[src/rtl/pipe_stall_sched_pkg.sv]
// Shared encodings for the pipeline stall/flush scheduler: stall patterns, FSM states, helpers.
package pipe_stall_sched_pkg;

    // Stall vector bits: 0 PC, 1 IF, 2 IF/ID, 3 ID/EX, 4 EX/MEM, 5 MEM/WB
    localparam int BIT_EXMEM = 4;

    localparam logic [5:0] STALL_MEM = 6'b011111;
    localparam logic [5:0] STALL_LD  = 6'b000111;
    localparam logic [5:0] STALL_IF  = 6'b000011;

    typedef enum logic [1:0] {
        ST_IDLE  = 2'd0,
        ST_FETCH = 2'd1,
        ST_LSU   = 2'd2
    } sched_state_e;

    function automatic logic [31:0] sat_inc(input logic [31:0] v);
        return (v == 32'hFFFF_FFFF) ? v : v + 32'd1;
    endfunction

endpackage

[src/rtl/pipe_port_wdog.sv]
// Watchdog for the unified memory port: counts outstanding cycles, pulses port_err on expiry.
module pipe_port_wdog #(
    parameter int TO_CYC = 255,
    parameter int TO_W   = 8
) (
    input  logic clk,
    input  logic rst,
    input  logic active,
    input  logic done,
    output logic expire,
    output logic port_err
);

    logic [TO_W-1:0] cnt;

    // cnt is 0 in the first outstanding cycle, so expiry lands on the TO_CYC-th cycle
    assign expire = active & ~done & (cnt == TO_W'(TO_CYC - 1));

    always_ff @(posedge clk) begin
        if (rst) begin
            cnt      <= '0;
            port_err <= 1'b0;
        end else begin
            port_err <= expire;
            cnt      <= active ? cnt + 1'b1 : '0;
        end
    end

endmodule

[src/rtl/pipe_stall_sched.sv]
// Stall/flush scheduler and IF/MEM port arbiter for the 5-stage pipeline.
// Optional cycle counters for each stall term when STALL_PERF_EN is defined.
//
//   state    | meaning
//   ST_IDLE  | port free; MEM request wins over IF
//   ST_FETCH | instruction fetch outstanding on the port
//   ST_LSU   | load/store outstanding on the port
module pipe_stall_sched
    import pipe_stall_sched_pkg::*;
#(
    parameter int STALL_W = 6,
    parameter int TO_CYC  = 255,
    parameter int TO_W    = 8
) (
    input  logic               clk,
    input  logic               rst,
    input  logic               if_req,
    input  logic               mem_req,
    input  logic               id_ld_use,
    input  logic               ex_br_flush,
    input  logic               port_done,
    output logic [STALL_W-1:0] stall_sign,
    output logic               flush,
    output logic               port_start,
    output logic               grant_if,
    output logic               grant_mem,
    output logic               if_data_ok,
    output logic               port_err
`ifdef STALL_PERF_EN
   ,output logic [31:0]        perf_mem_stall,
    output logic [31:0]        perf_ld_stall,
    output logic [31:0]        perf_if_stall
`endif
);

    sched_state_e state;
    logic         discard;
    logic         active;
    logic         expire;
    logic         xact_end;
    logic         mem_term;
    logic         ld_term;
    logic         if_term;
    logic         fetch_hit;
    logic [5:0]   stall_vec;

    assign active    = (state != ST_IDLE);
    assign xact_end  = port_done | expire;

    assign mem_term  = mem_req & ~((state == ST_LSU) & port_done);
    assign ld_term   = id_ld_use;
    assign fetch_hit = (state == ST_FETCH) & port_done & ~discard;
    assign if_term   = if_req & ~fetch_hit;

    assign stall_vec = (mem_term ? STALL_MEM : 6'b0)
                     | (ld_term  ? STALL_LD  : 6'b0)
                     | (if_term  ? STALL_IF  : 6'b0);
    assign stall_sign = STALL_W'(stall_vec);

    // A branch sitting in a frozen EX stage must not redirect the PC yet
    assign flush      = ex_br_flush & ~stall_vec[BIT_EXMEM];
    assign if_data_ok = fetch_hit & ~flush;

    pipe_port_wdog #(
        .TO_CYC (TO_CYC),
        .TO_W   (TO_W)
    ) u_wdog (
        .clk      (clk),
        .rst      (rst),
        .active   (active),
        .done     (port_done),
        .expire   (expire),
        .port_err (port_err)
    );

    always_ff @(posedge clk) begin
        if (rst) begin
            state      <= ST_IDLE;
            grant_if   <= 1'b0;
            grant_mem  <= 1'b0;
            port_start <= 1'b0;
            discard    <= 1'b0;
        end else begin
            port_start <= 1'b0;
            case (state)
                ST_IDLE: begin
                    if (mem_req) begin
                        state      <= ST_LSU;
                        grant_mem  <= 1'b1;
                        port_start <= 1'b1;
                    end else if (if_req) begin
                        state      <= ST_FETCH;
                        grant_if   <= 1'b1;
                        port_start <= 1'b1;
                    end
                end
                ST_FETCH: begin
                    if (xact_end) begin
                        state    <= ST_IDLE;
                        grant_if <= 1'b0;
                        discard  <= 1'b0;
                    end else if (flush) begin
                        discard <= 1'b1;
                    end
                end
                ST_LSU: begin
                    if (xact_end) begin
                        state     <= ST_IDLE;
                        grant_mem <= 1'b0;
                    end
                end
                default: begin
                    state     <= ST_IDLE;
                    grant_if  <= 1'b0;
                    grant_mem <= 1'b0;
                    discard   <= 1'b0;
                end
            endcase
        end
    end

`ifdef STALL_PERF_EN
    always_ff @(posedge clk) begin
        if (rst) begin
            perf_mem_stall <= '0;
            perf_ld_stall  <= '0;
            perf_if_stall  <= '0;
        end else begin
            if (mem_term) perf_mem_stall <= sat_inc(perf_mem_stall);
            if (ld_term)  perf_ld_stall  <= sat_inc(perf_ld_stall);
            if (if_term)  perf_if_stall  <= sat_inc(perf_if_stall);
        end
    end
`endif

endmodule

[config.mk]
export PLATFORM = sky130hd
export DESIGN_NAME = pipe_stall_sched
export DESIGN_NICKNAME = d
export VERILOG_FILES = /design/src/rtl/pipe_stall_sched_pkg.sv /design/src/rtl/pipe_port_wdog.sv /design/src/rtl/pipe_stall_sched.sv
export SDC_FILE = /design/constraint.sdc
export NUM_CORES = 1
export LEC_CHECK = 0
export BUFFER_PORTS_ARGS = -buffer_cell sky130_fd_sc_hd__buf_2
export CORE_MARGIN = 5
export CORE_UTILIZATION = 45
export DETAILED_ROUTE_END_ITERATION = 10
export GPL_ROUTABILITY_DRIVEN = 0
export MAX_ROUTING_LAYER = met4
export PLACE_DENSITY_LB_ADDON = 0.05
export SETUP_SLACK_MARGIN = 0.05
export SYNTH_ARGS = -nofsm -noshare
export SYNTH_HDL_FRONTEND = slang
export SYNTH_SLANG_ARGS = --single-unit
[constraint.sdc]
create_clock -name clk -period 2 [get_ports clk]
set_clock_uncertainty 0.2 [all_clocks]
set_input_delay 0.4 -clock clk [delete_from_list [all_inputs] [get_ports clk]]
set_output_delay 0.4 -clock clk [all_outputs]
set_load 0.005 [all_outputs]
==> results.py <==
metrics = {
    "run_status": {
        "outcome": "finished clean",
    },
    "job": {
        "drv_cap": 0,
    },
    "sta": {
        "period_share_pct": 99.1,
        "hold_viol": 0,
        "tns_ns": 0,
        "setup_violations": 0,
        "fmax_mhz": 504,
        "report.final.slew_viol_count": 0,
        "fin_crit_ns": 1.98,
        "rsz0062_at_grt": "yes",
    },
    "critical_path": {
        "cpMaxStageDelayCell": "dfxtp_2",
        "critical_path_required_ns": 1.40,
        "r2r_end": "grant_if",
        "startpoint_type": "flop",
        "rr_startpoint": "state[0]",
        "crit_arrival_ns": 1.38,
        "worst-path-max-fanout": 2,
        "crit_type": "reg2out",
        "ff2ff_path_depth": 7,
        "end_kind": "primary output",
        "ff2ff_setup_slack_ns": 0.11,
        "cp_slowest_stage_delay_ns": 0.33,
        "path_cells": "inv_2 > ha_4 > a21oi_2 > or2_4 > a21o_1 > buf_2",
    },
    "die": {
        "rows": 15,
        "ioPinCount": 19,
        "die_w_um": 51.9,
        "coreArea_um2": 1690,
        "die_y_um": 51.9,
        "initial_core_util_pct": 46.7,
        "die_area_um2": 2690,
    },
    "routing": {
        "ant_nets": 0,
        "first_pass_iters": 4,
        "drt-total-wl_um": 1530,
        "vias": 627,
        "drtIter0Drc": 1,
        "drcViolationCount": 0,
        "wl_per_cell_um": 12.1,
        "routed_via_density": 4.98,
    },
    "placed_design": {
        "portBuffers": 17,
        "place_hpwl_um": 1100,
        "place_area_um2": 880,
    },
    "synthesis": {
        "synth-seq-cells": 15,
        "avgSynthCellArea_um2": 9.06,
        "synth_cell_types": 32,
        "yosys_warnings": 0,
        "syn-instance-count": 87,
        "synthesis.nets": 99,
        "ys_seq_area_share_pct": 38.1,
        "synth_area_um2": 788,
    },
    "clocking": {
        "numCtsBuffers": 3,
        "hold_buffers": 0,
        "clkLatencyLatePin_ns": 0.30,
        "clk_pin_slew_ns": 0.09,
        "cts_tree": "done",
        "cts.sinks": 15,
        "cts_max_level": 1,
        "cts_root_buf": "clkbuf_4",
        "cts.path.max_buffers": 2,
    },
    "global_routing": {
        "grt_pass1_vias": 578,
        "grt_pass1_wl_um": 2470,
        "gr-total-overflow": 0,
        "grt_max_degree": 11,
        "antenna_found_initial": 0,
        "grt_usage_pct": 13.9,
    },
    "min_path": {
        "worst_hold_path_type": "in2reg",
        "hp-start": "mem_req",
        "whs_endpoint": "port_start",
        "min_path_cells": 3,
    },
    "cells_and_area": {
        "finalNetCount": 122,
        "final_area_um2": 985,
        "synthToLayoutAreaGrowth_pct": 24.9,
        "drive_gt1_share_pct": 39.4,
        "antenna_cells": 0,
    },
    "power_and_ir_drop": {
        "ir_worst_vdd_mv": 0.567,
        "p_leak_uw": 0.000413,
        "power.density_nw_per_um2": 708,
    },
}
==> synth_stat cells, drive strengths merged <==
master	count	area, um2
mux2i	2	20.0
a21oi	4	23.8
nor2b	2	12.5
or2	2	12.5
o21ai	1	5.00
and3	1	6.26
nand4b	1	8.76
nand3b	1	7.51
a31oi	1	6.26
nor2	11	41.3
a21o	1	7.51
a211oi	2	15.0
a221oi	2	30.0
nand2	6	22.5
dfxtp	15	300
ha	5	62.6
clkbuf	1	3.75
nand3	3	15.0
or3	1	6.26
buf	5	41.3
inv	5	18.8
nor3	1	5.00
and4	1	10.0
a211o	2	17.5
xor2	3	26.3
nand2b	2	12.5
and4b	1	13.8
conb	1	3.75
xnor2	2	17.5
or2b	2	15.0
==> worst max-delay path, delay by kind of cell (launching register included) <==
kind | cells | cell delay (ns)
AND/OR/NAND/NOR | 1 | 0.22
AO/OA/AOI/OAI | 2 | 0.21
flip-flops | 1 | 0.33
adder cells (fa/ha/maj) | 1 | 0.13
buffers and inverters | 2 | 0.19
==> worst max-delay path by stage <==
stage | cells after the start | slack [ns] | end | start
after floorplan | 6 | 0.09 | stall_sign[1] | state[0]
after global placement | 6 | 0.18 | grant_if | state[0]
after detailed placement | 6 | 0.18 | stall_sign[0] | state[0]
after CTS | 6 | 0.009 | stall_sign[0] | state[0]
after global routing | 6 | -0.06 | stall_sign[1] | state[0]
final | 6 | 0.02 | stall_sign[0] | state[0]
==> sequential cells by signal, summed over array words and instances (netlist names) <==
name,count
u_wdog.cnt,8
state,2
discard,1
grant_if,1
grant_mem,1
port_start,1
u_wdog.port_err,1
==> logic make-up after synthesis <==
logic type,share of synthesized area [%]
AND/OR/NAND/NOR,24.0
flip-flops,38.1
AO/OA/AOI/OAI,13.3
buffers and inverters,8.10
adder cells (fa/ha/maj),7.94
XOR/XNOR,5.56
multiplexers,2.54
other,0.476
==> power breakdown <==
| part | total (uW) | internal, uW | leakage (uW) | switching (uW) |
|---|---|---|---|---|
| Sequential | 334 | 321 | 0.000123 | 13.6 |
| Clock | 183 | 76.4 | 0.0000139 | 107 |
| Combinational | 180 | 93.3 | 0.000276 | 86.7 |
==> routing by layer <==
| metal | up-vias | routed length [um] | global-route usage (%) |
|---|---|---|---|
| met1 | 282 | 685 | 14.2 |
| met2 | 10 | 711 | 20.3 |
| met5 | - | 0 | - |
| li1 | 331 | - | - |
| met4 | 0 | 57 | 11.8 |
| met3 | 4 | 73 | 6.02 |
==> final cells by class <==
class	count	area [um2]
fill	153	704
multi-input combinational	61	458
sequential	15	303
timing repair buffer	24	154
clock buffer	3	22.5
tap	17	21.3
inverter	5	18.8
clock inverter	1	7.51
==> metrics by stage <==
| step | util [%] | worst slack [ns] | total power, uW | hold slack, ns | instances |
|---|---|---|---|---|---|
| after global routing | 58.3 | -0.0627 | 745 | 0.143 | 126 |
| final | 58.3 | 0.0170 | 697 | 0.147 | 126 |
| after CTS | 57.2 | 0.00852 | 693 | 0.143 | 126 |
| after floorplan | - | 0.0864 | 447 | 0.230 | 87 |
| after detailed placement | 52.1 | 0.176 | 492 | 0.256 | 119 |
| after global placement | 52.1 | 0.177 | 492 | 0.247 | 119 |
==> timing repair <==
action,4_1_cts,5_1_grt
pin swaps,2,2
gates resized for setup,9,5
buffers inserted,3,0
setup endpoints to repair,7,8
==> layout by cell type, fill, tap and decap left out, types with 3 or more instances in the layout <==
master / count
clkbuf_4: 3
nand2_1: 6
buf_2: 15
inv_1: 3
buf_4: 6
nand3_1: 3
xor2_1: 3
dfxtp_1: 13
nor2_1: 11
ha_1: 3
buf_6: 3
No activity file was read; power rests on OpenSTA's default activity.
